$ cat src/rtl/l2_flush_ctrl.sv
// l2_flush_ctrl -- L2 flush sequencer.
//
// Walks every set/way of the L2 after a flush_start pulse. For each line the
// tag/state is read, dirty lines are written back, and every valid line is
// invalidated. The set/way pointers live in the downstream register block;
// this block only pulses increment/clear controls and reads the pointers back.
//
// Optional build macro: L2_FLUSH_WB_CNT_EN adds a 16-bit saturating counter
// of accepted writebacks (wb_count), cleared when a flush is accepted.
//
// Ports:
//   clk, rst             clock, synchronous active-low reset
//   flush_start          one-cycle flush request (ignored while busy)
//   flush_set/flush_way  current pointers from the register block (MSB ignored)
//   reqs_cnt             free request slots; writeback only offered when != 0
//   set/clr_ongoing_flush, incr/clr_flush_set, incr/clr_flush_way,
//   fill_reqs_flush      one-cycle control pulses toward the register block
//   tag_rd_en            tag read strobe; tag_valid/tag_dirty return next cycle
//   inval_en             invalidate line (flush_set, flush_way)
//   wb_valid/wb_ready    writeback request handshake
//   flush_busy           high while a walk is in progress
//   flush_done           one-cycle completion pulse
//   wb_count             (optional) accepted writeback count
module l2_flush_ctrl #(
    parameter int L2_SETS      = 256,
    parameter int L2_WAYS      = 8,
    parameter int REQS_BITS_P1 = 3,
    localparam int SET_BITS    = $clog2(L2_SETS),
    localparam int WAY_BITS    = $clog2(L2_WAYS)
) (
    input  logic                    clk,
    input  logic                    rst,
    input  logic                    flush_start,
    input  logic [SET_BITS:0]       flush_set,
    input  logic [WAY_BITS:0]       flush_way,
    input  logic [REQS_BITS_P1-1:0] reqs_cnt,
    output logic                    set_ongoing_flush,
    output logic                    clr_ongoing_flush,
    output logic                    incr_flush_set,
    output logic                    clr_flush_set,
    output logic                    incr_flush_way,
    output logic                    clr_flush_way,
    output logic                    fill_reqs_flush,
    output logic                    tag_rd_en,
    input  logic                    tag_valid,
    input  logic                    tag_dirty,
    output logic                    inval_en,
    output logic                    wb_valid,
    input  logic                    wb_ready,
`ifdef L2_FLUSH_WB_CNT_EN
    output logic [15:0]             wb_count,
`endif
    output logic                    flush_busy,
    output logic                    flush_done
);

    typedef enum logic [2:0] {
        S_IDLE,
        S_LOOKUP,
        S_CHECK,
        S_WB,
        S_ADVANCE,
        S_DONE
    } state_t;

    state_t state, state_nx;

    // Keeps wb_valid asserted once offered, even if reqs_cnt falls to zero
    // before the request is accepted.
    logic wb_hold, wb_hold_nx;

    logic way_last, set_last, accept, xfer;

    // Pointer MSBs are not part of the index.
    logic unused_msbs;
    assign unused_msbs = ^{flush_set[SET_BITS], flush_way[WAY_BITS]};

    assign way_last = (flush_way[WAY_BITS-1:0] == WAY_BITS'(L2_WAYS - 1));
    assign set_last = (flush_set[SET_BITS-1:0] == SET_BITS'(L2_SETS - 1));

    // A start seen while reset is asserted must not disturb the register block.
    assign accept = (state == S_IDLE) && flush_start && rst;
    assign xfer   = wb_valid && wb_ready;

    always_ff @(posedge clk) begin
        if (!rst) begin
            state   <= S_IDLE;
            wb_hold <= 1'b0;
        end else begin
            state   <= state_nx;
            wb_hold <= wb_hold_nx;
        end
    end

    always_comb begin
        state_nx          = state;
        wb_hold_nx        = 1'b0;
        set_ongoing_flush = 1'b0;
        clr_ongoing_flush = 1'b0;
        incr_flush_set    = 1'b0;
        clr_flush_set     = 1'b0;
        incr_flush_way    = 1'b0;
        clr_flush_way     = 1'b0;
        fill_reqs_flush   = 1'b0;
        tag_rd_en         = 1'b0;
        inval_en          = 1'b0;
        wb_valid          = 1'b0;
        flush_done        = 1'b0;
        flush_busy        = (state != S_IDLE);

        case (state)
            S_IDLE: begin
                if (accept) begin
                    set_ongoing_flush = 1'b1;
                    clr_flush_set     = 1'b1;
                    clr_flush_way     = 1'b1;
                    state_nx          = S_LOOKUP;
                end
            end
            S_LOOKUP: begin
                tag_rd_en = 1'b1;
                state_nx  = S_CHECK;
            end
            S_CHECK: begin
                if (tag_valid && tag_dirty) begin
                    state_nx = S_WB;
                end else begin
                    inval_en = tag_valid;
                    state_nx = S_ADVANCE;
                end
            end
            S_WB: begin
                wb_valid = (reqs_cnt != '0) || wb_hold;
                if (xfer) begin
                    fill_reqs_flush = 1'b1;
                    inval_en        = 1'b1;
                    state_nx        = S_ADVANCE;
                end else begin
                    wb_hold_nx = wb_valid;
                end
            end
            S_ADVANCE: begin
                if (!way_last) begin
                    incr_flush_way = 1'b1;
                    state_nx       = S_LOOKUP;
                end else if (!set_last) begin
                    clr_flush_way  = 1'b1;
                    incr_flush_set = 1'b1;
                    state_nx       = S_LOOKUP;
                end else begin
                    state_nx = S_DONE;
                end
            end
            S_DONE: begin
                clr_ongoing_flush = 1'b1;
                clr_flush_set     = 1'b1;
                clr_flush_way     = 1'b1;
                flush_done        = 1'b1;
                state_nx          = S_IDLE;
            end
            default: state_nx = S_IDLE;
        endcase
    end

`ifdef L2_FLUSH_WB_CNT_EN
    always_ff @(posedge clk) begin
        if (!rst) begin
            wb_count <= '0;
        end else if (accept) begin
            wb_count <= '0;
        end else if (xfer && (wb_count != 16'hFFFF)) begin
            wb_count <= wb_count + 16'd1;
        end
    end
`endif

endmodule

$ cat config.mk
export PLATFORM = sky130hd
export DESIGN_NAME = l2_flush_ctrl
export DESIGN_NICKNAME = d
export VERILOG_FILES = /design/src/rtl/l2_flush_ctrl.sv
export SDC_FILE = /design/constraint.sdc
export NUM_CORES = 1
export LEC_CHECK = 0
export CORE_AREA = 2 2 39 41
export CTS_CLUSTER_SIZE = 20
export DETAILED_ROUTE_END_ITERATION = 7
export DIE_AREA = 0 0 41 43
export PLACE_DENSITY = 0.84
export SYNTH_ARGS = -nofsm -noshare
export SYNTH_HDL_FRONTEND = slang
export SYNTH_SLANG_ARGS = --single-unit
$ cat constraint.sdc
create_clock -name clk -period 2.8 [get_ports clk]
set_clock_uncertainty 0.05 [all_clocks]
set_input_delay 0.56 -clock clk [delete_from_list [all_inputs] [get_ports clk]]
set_output_delay 0.56 -clock clk [all_outputs]
set_load 0.005 [all_outputs]
Word level (Yosys, flattened, before mapping)
Index checks and enable logic that the tools add are counted.
{"block": "totals", "reg_bits": 4, "in_bits": 22, "wordCells": 45, "output_inout_bits": 12}
{"block": "classes", "mux": 22, "reduce_logical": 10, "n_eq_ne": 9, "n_bitwise": 2}
{"op": "2-to-1 mux 3 bit", "count": 5}
{"op": "case mux 3 bit (5 select lines)", "count": 1}
{"op": "2-to-1 mux 1 bit", "count": 13}
{"op": "equality test 3 bit (second input constant)", "count": 3}
{"op": "equality test 8 bit (second input constant)", "count": 1}
{"op": "equality test 3 x 2 -> 1 bit (second input constant)", "count": 2}
{"op": "nonzero test 3 bit", "count": 2}
{"op": "logical AND 1 bit", "count": 4}
{"op": "inequality test 2 bit (second input constant)", "count": 2}
{"op": "case mux 1 bit (2 select lines)", "count": 2}
{"op": "equality test 3 x 1 -> 1 bit (second input constant)", "count": 1}
{"op": "zero test 3 bit", "count": 1}
{"op": "case mux 1 bit (3 select lines)", "count": 1}
{"op": "OR reduction 3 bit", "count": 1}
{"op": "NOT 1 bit", "count": 2}
{"op": "AND reduction 2 bit", "count": 1}
{"op": "logical OR 1 bit", "count": 1}

Depth between registers and ports, before layout
{"block": "depth", "ltp_word": 6, "ltp_mapped": 5}

Worst setup path after synthesis
Ideal clock, no wire load.
{"block": "synth_path", "path_type": "input to output", "startpoint": "in reqs_cnt[1]", "endpoint": "out fill_reqs_flush", "required_ps": 2190, "path_slack_ps": 714, "arrival_time_ps": 1476, "cell_stages": 3, "n_path_buf": 0, "cell_sequence": "or4_1 > and3_1 > and2_1"}
{"block": "synth_via", "elab_chain_len": 6}
{"element": "start: declaration", "line_no": "36", "text": "input logic [REQS_BITS_P1-1:0] reqs_cnt,"}
{"element": "nonzero test 3 bit", "line_no": "133", "text": "wb_valid = (reqs_cnt != '0) || wb_hold;"}
{"element": "logical OR 1 bit", "line_no": "133"}
{"element": "2-to-1 mux 1 bit", "line_no": "111", "text": "case (state)"}
{"element": "named net wb_valid", "line_no": "48", "text": "output logic wb_valid,"}
{"element": "logical AND 1 bit", "line_no": "83", "text": "assign xfer = wb_valid && wb_ready;"}
{"element": "2-to-1 mux 1 bit", "line_no": "134", "text": "if (xfer) begin"}
{"element": "2-to-1 mux 1 bit", "line_no": "111"}
{"element": "end: declaration", "line_no": "43", "text": "output logic fill_reqs_flush,"}
The timed path passes the listed nets, and every way through them passes these cells.

Worst setup path after layout
{"block": "layout_path", "startpoint": "in reqs_cnt[2]", "endpoint": "out fill_reqs_flush"}
{"block": "layout_via", "elab_chain_len": 6}
{"element": "nonzero test 3 bit", "line_no": "133"}
{"element": "logical OR 1 bit", "line_no": "133"}
{"element": "2-to-1 mux 1 bit", "line_no": "111"}
{"element": "logical AND 1 bit", "line_no": "83"}
{"element": "2-to-1 mux 1 bit", "line_no": "134"}
{"element": "2-to-1 mux 1 bit", "line_no": "111"}
No other way between the ends.

==> impl.org <==
** Floorplanning
- The floorplan step defined a die boundary enclosing 1763 um^2.
- From bottom edge to top edge, the die measures 43 um.
- Die width :: 41 um
- Starting density of the core :: 0.2676
- 34 I/O pins were placed.
- The core region is 1384 um^2.
- # rows :: 14

** Route
- Number of antenna-violating nets in the routed design :: 0
- Detailed-router iteration count before antenna repair :: 2
- Detailed router's first-iteration violation count :: 5
- The final layout contains routed wiring with a total length of 1199 um.
- Routed vias :: 509
- Using the TritonRoute via totals, the vias-per-cell ratio works out to 5.194.
- WL/cell :: 12.23 um
- For this run, design rule violations remaining after detail routing come to 0.

** Power
- Internal power comes to 0.0001676 W.
- Dividing total power by cell area gives a power density of 313.9 nW/um^2.
- The share of total power dissipated in the clock network is 0.312.
- Pleak :: 0.3077 nW
- The design draws 0.0002321 W.
- The share of total power dissipated in combinational logic is 0.391.
- Peak supply drop :: 0.0001035 V
- Switching power summed over all nets :: 0.00006449 W
- Flop pwr share :: 0.297
- Sw Share :: 0.2779

** Setup path
- Setup slack on the worst reg-to-reg path comes out at 0.99 ns.
- In this run the critical register-to-register path is captured at state[2].
- WP data arrival :: 2.12 ns
- The worst setup path is of the in2out kind.
- The startpoint identified for the worst register-to-register timing path is state[2].
- STA puts the critical path data required time at 2.19 ns.
- Crit Path Max Fanout :: 2
- Crit start category :: input pin
- Cell with the largest stage delay on the worst path :: sky130_fd_sc_hd__or4_4
- The largest single stage delay on the critical path is 0.55 ns.
- STA classifies the critical path endpoint as an output pin.
- Reg2Reg Depth :: 3
- Chain of cells forming the critical path :: clkdlybuf4s50_1 -> or4_4 -> and3_4 -> and2_1 -> dlygate4sd2_1

** Placement
- Detail Placement HPWL :: 974.8 um
- Placed insts :: 95
- Last weighted congestion value of the routability-driven placer :: 0.7597
- Input and output buffers added on the ports amount to 31.
- Cell Area, Placed :: 700.7 um^2

** Clocking
- Counting every sink on the clock net gives 4.
- Later-pin clock latency in the skew report :: 0.24 ns
- Clock-pin slew of the registers on the worst-case setup and hold paths :: 0.04 ns
- CTS built an H-tree with a depth of 1.
- Buffers added to address setup during post-CTS repair amount to 0.
- Buffer type at the clock tree root :: sky130_fd_sc_hd__clkbuf_4
- Buffers inserted during clock tree synthesis total 3.
- Clock tree from TritonCTS :: done
- In this run the deepest clock path goes through 2 buffers.
- Hold repair after CTS inserted 0 buffers.

** GRT
- Entering global routing, the biggest net connects 13 pins.
- Number of antenna violations at the first check in global routing :: 0
- GR Overflow Total :: 0
- Global-route wire length before repair :: 1932 um
- Total GRT Usage :: 0.1563
- The number of global-route vias before repair was 507.

** Job
- Max-cap violations in this run came to 0.

** STA
- Maximum clock frequency :: 366.5 MHz
- Counting I/O delays and the setup requirement, the final critical path takes 2.729 ns.
- The hold violation count in the final report is 0.
- The total count of max-transition violations in the final report was 0.
- Headroom to the max-slew limit :: 0.7764
- Actual slew at the worst max-slew pin :: 0.3349 ns
- RSZ-0062 raised after global routing :: false
- # setup viols final :: 0
- Dividing the final minimum period by the clock period gives 0.9745.
- Sum of negative setup slack :: 0 ns

** Synthesis
- Mean post-synth cell area :: 7.716 um^2
- Counting flops with a built-in enable in the synthesized netlist gives 0.
- Netlist Area Pre-Place :: 370.4 um^2
- Predominant post-synthesis flop cell :: sky130_fd_sc_hd__dfxtp_1
- Proportion of synthesized chip area in sequential cells :: 0.2162
- The synthesized netlist contains 29 unique library cells.
- Yosys printed 0 warnings.
- Mapped Nets :: 70
- Number of register bits inferred by synthesis :: 4
- Syn Inst Count :: 48
- Ys async rst share :: 0

** Final layout
- Number of nets in the layout :: 106
- The number of antenna diodes in the final layout is 0.
- Area growth from synthesis to layout :: 99.66%
- The finished layout holds 98 standard cells, fillers aside.
- Once layout is done, the placed cells without fillers occupy 739.5 um^2.
- Utilization after layout :: 0.5344
- Of the cells placed in the final design, the portion with a size suffix greater than 1 is 0.1585.

** Hold path
- In this run the most critical hold path is launched from state[2].
- The min-delay analysis places its worst path in the category reg2reg.
- For hold timing, the worst endpoint is state[1].
- Cell count of the worst hold path :: 1

** Outcome
- Run status :: completed
layout by cell type (no fill, tap or decap), types with 2 or more instances in the layout:
cell type,netlist,routed
sky130_fd_sc_hd__a31oi_1,2,2
sky130_fd_sc_hd__and3_1,3,2
sky130_fd_sc_hd__buf_4,2,4
sky130_fd_sc_hd__clkbuf_4,0,3
sky130_fd_sc_hd__clkdlybuf4s50_1,0,28
sky130_fd_sc_hd__dfxtp_1,4,4
sky130_fd_sc_hd__dlygate4sd2_1,0,2
sky130_fd_sc_hd__inv_1,3,3
sky130_fd_sc_hd__nand3_1,2,2
sky130_fd_sc_hd__nand4_1,2,2
sky130_fd_sc_hd__nor2_1,3,3
sky130_fd_sc_hd__nor2b_1,2,2
sky130_fd_sc_hd__nor3_1,3,3
sky130_fd_sc_hd__o21ai_0,3,3
worst max-delay path, delay by kind of cell:
| kind | cells | cell delay (ns) |
|---|---|---|
| simple gates | 3 | 0.87 |
| buf+inv | 2 | 0.68 |
routing by layer:
layer | track usage | share of wire
met1 | 0.1917 | 0.42
met2 | 0.2531 | 0.54
met3 | 0 | 0.028
met4 | 0.1000 | 0.015
met5 | 0 | 0
metrics by stage:
stage | hold WS (ns) | worst slack (ns)
6_report | 0.5675 | 0.07140
5_1_grt | 0.6210 | 0.01800
4_1_cts | 0.5674 | 0.01116
3_5_place_dp | 0.5469 | -0.1152
3_3_place_gp | 0.5497 | -0.09922
2_1_floorplan | 0.4592 | 0.7143
synth_stat cells (all sizes together) (2+ instances only):
cell	instances	share of area
and3	3	0.051
nand4	2	0.034
or4	2	0.041
buf	3	0.071
a31oi	2	0.034
and3b	2	0.051
dfxtp	4	0.22
nor2	3	0.030
o21ai	3	0.041
nand3	2	0.027
nor2b	2	0.034
inv	3	0.030
nor3	3	0.041
final cells by class:
type,count,area [um^2]
Clock buffer,3,22.52
Fill cell,127,644.4
Inverter,3,11.26
Multi-Input combinational cell,37,265.3
Sequential cell,4,80.08
Tap cell,16,20.02
Timing Repair Buffer,35,340.3
worst max-delay path by stage:
stage                     start         endpoint  cells past startpoint
global route        reqs_cnt[2]  fill_reqs_flush                      5
finish              reqs_cnt[2]  fill_reqs_flush                      5
global placement    reqs_cnt[1]  fill_reqs_flush                      5
floorplan           reqs_cnt[1]  fill_reqs_flush                      3
detailed placement  reqs_cnt[1]  fill_reqs_flush                      5
CTS                 reqs_cnt[1]         inval_en                      6
registers in the layout (all words and copies together), names as in the netlist:
name / flops
state: 3
wb_hold: 1
power groups by stage:
stage	combinational [W]	clock (W)	sequential, W
floorplan	0.0000396	0	0.0000629
global placement	0.0000872	0	0.0000695
detailed placement	0.0000890	0	0.0000695
CTS	0.0000902	0.0000744	0.0000688
global route	0.0000996	0.0000771	0.0000704
finish	0.0000907	0.0000724	0.0000689
kinds of logic (layout without fill, tap and decap cells):
family / after synthesis / in the layout / share of synthesized area
and+or+nand+nor: 23 / 23 / 0.3750
buffers and inverters: 7 / 41 / 0.1115
AOI/OAI and AO/OA: 14 / 14 / 0.2973
DFF: 4 / 4 / 0.2162
what timing repair did:
item / in CTS / in global routing
pin swaps: 1 / 1
endpoints found under the setup margin: 2 / 1
resized for setup: 4 / 2
hold endpoints to repair: 0 / 0
(Power assumes the default switching activity.)
